$ cat config.mk
export PLATFORM = sky130hd
export DESIGN_NAME = shift_exec_pipe
export DESIGN_NICKNAME = d
export VERILOG_FILES = /design/src/rtl/shift_exec_pipe.sv
export SDC_FILE = /design/constraint.sdc
export NUM_CORES = 1
export LEC_CHECK = 0
export ABC_AREA = 1
export BUFFER_PORTS_ARGS = -buffer_cell sky130_fd_sc_hd__buf_4
export CORE_UTILIZATION = 62
export CTS_CLUSTER_DIAMETER = 150
export CTS_CLUSTER_SIZE = 25
export DETAILED_ROUTE_END_ITERATION = 16
export PLACE_DENSITY_LB_ADDON = 0.08
export SKIP_LAST_GASP = 1
export SYNTH_ARGS = -nofsm -noshare
export SYNTH_HDL_FRONTEND = slang
export SYNTH_SLANG_ARGS = --single-unit
$ cat constraint.sdc
create_clock -name clk -period 3.7 [get_ports clk]
set_clock_uncertainty 0.15 [all_clocks]
set_input_delay 1.11 -clock clk [delete_from_list [all_inputs] [get_ports clk]]
set_output_delay 1.11 -clock clk [all_outputs]
set_load 0.01 [all_outputs]
$ cat src/rtl/shift_exec_pipe.sv
// shift_exec_pipe: 2-stage valid/ready SLL/SRL/SRA unit with flush, tag passthrough, zero/illegal flags (clk, rst_n, flush, in_*, out_*); define SHIFT_ROTATE_EN to make op 11 a ROR
module shift_exec_pipe #(
  parameter int XLEN  = 32,
  parameter int TAG_W = 5
) (
  input  logic             clk,
  input  logic             rst_n,
  input  logic             flush,
  input  logic             in_valid,
  output logic             in_ready,
  input  logic [1:0]       in_op,
  input  logic [XLEN-1:0]  in_a,
  input  logic [XLEN-1:0]  in_b,
  input  logic [TAG_W-1:0] in_tag,
  output logic             out_valid,
  input  logic             out_ready,
  output logic [XLEN-1:0]  out_result,
  output logic [TAG_W-1:0] out_tag,
  output logic             out_zero,
  output logic             out_illegal
);
  logic             s1_valid, s2_valid, s2_adv, load, ill;
  logic [XLEN-1:0]  s1_a, sll, srl, sra, res;
  logic [4:0]       s1_sh;
  logic [1:0]       s1_op;
  logic [TAG_W-1:0] s1_tag;
  logic             unused_b;
  assign unused_b  = ^in_b[XLEN-1:5];
  assign s2_adv    = s1_valid & (~s2_valid | out_ready);
  assign in_ready  = ~s1_valid | s2_adv;
  assign load      = in_valid & in_ready;
  assign out_valid = s2_valid;
  assign sll = s1_a << s1_sh;
  assign srl = s1_a >> s1_sh;
  assign sra = $signed(s1_a) >>> s1_sh;
`ifdef SHIFT_ROTATE_EN
  logic [XLEN-1:0] ror;
  assign ror = srl | (s1_a << (6'd32 - {1'b0, s1_sh}));
  always_comb begin
    res = s1_op == 2'b00 ? sll : s1_op == 2'b01 ? srl : s1_op == 2'b10 ? sra : ror;
    ill = 1'b0;
  end
`else
  always_comb begin
    res = s1_op == 2'b00 ? sll : s1_op == 2'b01 ? srl : s1_op == 2'b10 ? sra : '0;
    ill = &s1_op;
  end
`endif
  always_ff @(posedge clk) begin
    if (!rst_n) begin
      s1_valid    <= 1'b0;
      s2_valid    <= 1'b0;
      s1_a        <= '0;
      s1_sh       <= '0;
      s1_op       <= '0;
      s1_tag      <= '0;
      out_result  <= '0;
      out_tag     <= '0;
      out_zero    <= 1'b0;
      out_illegal <= 1'b0;
    end else begin
      s1_valid <= ~flush & (load | (s1_valid & ~s2_adv));
      s2_valid <= ~flush & (s2_adv | (s2_valid & ~out_ready));
      if (load) begin
        s1_a   <= in_a;
        s1_sh  <= in_b[4:0];
        s1_op  <= in_op;
        s1_tag <= in_tag;
      end
      if (s2_adv) begin
        out_result  <= res;
        out_tag     <= s1_tag;
        out_zero    <= res == '0;
        out_illegal <= ill;
      end
    end
  end
endmodule

==> summary.txt <==
Min-Delay Path Class = register to register
Total inserted antenna cells = 0
Row count = 38
Seq/Total Area, Yosys = 24.8%
Largest net degree at the start of global routing = 75
Setup violations, final = 0
Peak supply drop = 355 uV
Worst Max-Slew Pin Slew = 0.717 ns
Worst-Skew Late Latency = 0.38 ns
Sw frac = 40.2%
Sequential power share = 37.7%
Yosys reg bits = 85
Clk sinks = 85
I/O Buffers = 89
Post-synth EDFFs = 0
Status = finished, final reports clean
Height of the die = 107 um
Leakage power figure = 0.00379 uW
Pwr dens = 357 nW/um^2
Initial DRC count = 1069
CP required = 3.81 ns
CTS Buf Count = 9
Avg Cell Area, Syn = 5.78 um^2
Mapped Area = 6850 um^2
Post-Synth Adder-Cell Area = 0%
GR Overflow Total = 0
Vias post-DR = 8303
Core Region = 10800 um^2
Top_reg_cell synth = dfxtp_1
Nets = 1294
Mux share of post-synthesis cell area = 0%
Die area = 11500 um^2
Max frequency = 0.351 GHz
Final ANT Viol Nets = 0
Final WL = 21900 um
Hold-fix buffers, CTS = 0
Setup crit end kind = register
Bufs on Longest Clock Path = 2
Startpoint class of the critical path = register
Setup_tns = 0 ns
Comb pwr share = 36.6%
Post-Layout Inst Area = 7590 um^2
Slew HR = 52.2%
CTS tree = done
Post-cts resize count = 0
Htree depth = 3
Routability cong. = 0.994
CTS root buffer = clkbuf_8
Boundary Pins = 117
Synth Area in Simple Gates = 53.1%
Max-cap violations = 0
Final hold vios = 0
Async set-or-reset flop fraction in the synthesized netlist = 0%
DRC viols = 0
Final Slew Violations = 0
Vias in the first global route = 7271
Final period utilization = 77.1%
Syn. warnings = 0
Leading cell type in the layout, fill and taps excluded = nand3_1
Total global routing track utilization = 39.2%
DR WL/cell = 16.1 um
Via-to-Cell Ratio = 6.09
Clock-pin slew on the worst setup and hold paths = 0.09 ns
P_sw = 1090 uW
Xor and xnor area share after synthesis = 0%
Clock group share of total power = 25.7%
HPWL after detailed placement = 15900 um
1st-pass router iterations = 7
Synth Instances = 1186
Net count after synthesis = 1262
Layout cells sized above 1 = 14.1%
Post-CTS Setup Repair Bufs = 0
Crit path max fanout = 14
Main combinational cell family by area after synthesis = simple AND/OR/NAND/NOR gates
Tmin final = 2.85 ns
Placed Area = 7380 um^2
RSZ-0062 raised after global routing = false
Critical path class = register to register
Initial antenna violation count = 0
Starting Density = 63.5%
Syn-to-layout area delta = 10.8%
Crit path DAT = 2.96 ns
Most frequent cells in the layout = 340 x nand3_1, 271 x nand2_1, 151 x nor2_1
Compound-gate portion of the synthesized area = 12.0%
Netlist cell types = 35
Die width = 107 um
Int Power = 1620 uW
First-pass GRT wire length = 35400 um
-- registers in the layout, summed over array words and instances, names as in the netlist --
name	count
out_illegal	1
out_result	32
out_tag	5
out_valid	1
out_zero	1
s1_a	32
s1_op	2
s1_sh	5
s1_tag	5
s1_valid	1
-- power groups by stage --
stage	clock network (uW)	logic, uW	registers (uW)
2_1_floorplan	0	706	1030
3_3_place_gp	0	952	1040
3_5_place_dp	0	963	1040
4_1_cts	703	967	1020
5_1_grt	742	1100	1030
6_report	695	993	1020
-- area by class of cell --
cell class / instances / area (um^2)
clock buffer: 9 / 124
clock inverter: 7 / 85.1
fill: 1027 / 3200
inverter: 58 / 220
multi-input combinational: 959 / 4460
sequential: 85 / 1700
tap: 140 / 175
timing repair buffer: 105 / 826
-- critical path, cell delays in order (launching register included) --
cell     delay, ns
dfxtp_1       0.51
inv_2         0.12
nor2_2        0.09
buf_4         0.19
inv_2         0.06
nor2_2        0.28
inv_2         0.04
nand2_1       0.45
nand3_1       0.19
nand3_1       0.25
nor2_1        0.09
nand2_1       0.09
nor2_1        0.05
nand3_1       0.10
a21oi_2       0.06
-- metrics by stage --
step	setup WS, ns	utilization [%]	total power [uW]	hold WS (ns)	instances
after floorplan	1.13	-	1740	0.300	1186
after global routing	0.565	70.4	2870	0.366	1363
after global placement	0.878	68.4	1990	0.308	1347
after CTS	0.881	70.4	2690	0.341	1363
after detailed placement	0.881	68.4	2000	0.318	1347
final	0.848	70.4	2710	0.342	1363
-- cells by family after synthesis --
| logic type | count (synthesis) |
|---|---|
| buffers and inverters | 142 |
| flip-flops | 85 |
| AO/OA/AOI/OAI | 148 |
| AND/OR/NAND/NOR | 811 |
-- path summary, 6_finish.rpt --
check / from / to / slack [ns] / cells past startpoint
max: s1_op[0] / out_zero / 0.85 / 14
min: s1_tag[1] / s1_tag[1] / 0.34 / 2
max reg2reg: s1_op[0] / out_zero / 0.85 / 14
min reg2reg: s1_tag[1] / s1_tag[1] / 0.34 / 2
-- cell usage after synthesis, drive strengths merged, types with 2 or more instances --
cell type / instances / area share (%)
nand3b: 2 / 0.22
and2: 2 / 0.18
nand2: 291 / 17
nand3: 349 / 26
dfxtp: 85 / 25
o21ai: 88 / 6.5
inv: 57 / 3.2
buf: 51 / 5.0
o211ai: 19 / 2.2
clkbuf: 33 / 1.8
a21oi: 34 / 2.6
nor2: 158 / 8.9
nand4: 6 / 0.55
o21a: 4 / 0.44
-- routing by layer --
layer  track usage, %  vias to the layer above  part of all wire, %
met2             60.3                      453                   44
li1                 -                     4057                    -
met5                0                        -                    0
met3             8.21                       82                  9.6
met1             52.2                     3711                   42
met4             18.6                        0                  4.4
No activity file was read; power rests on OpenSTA's default activity.
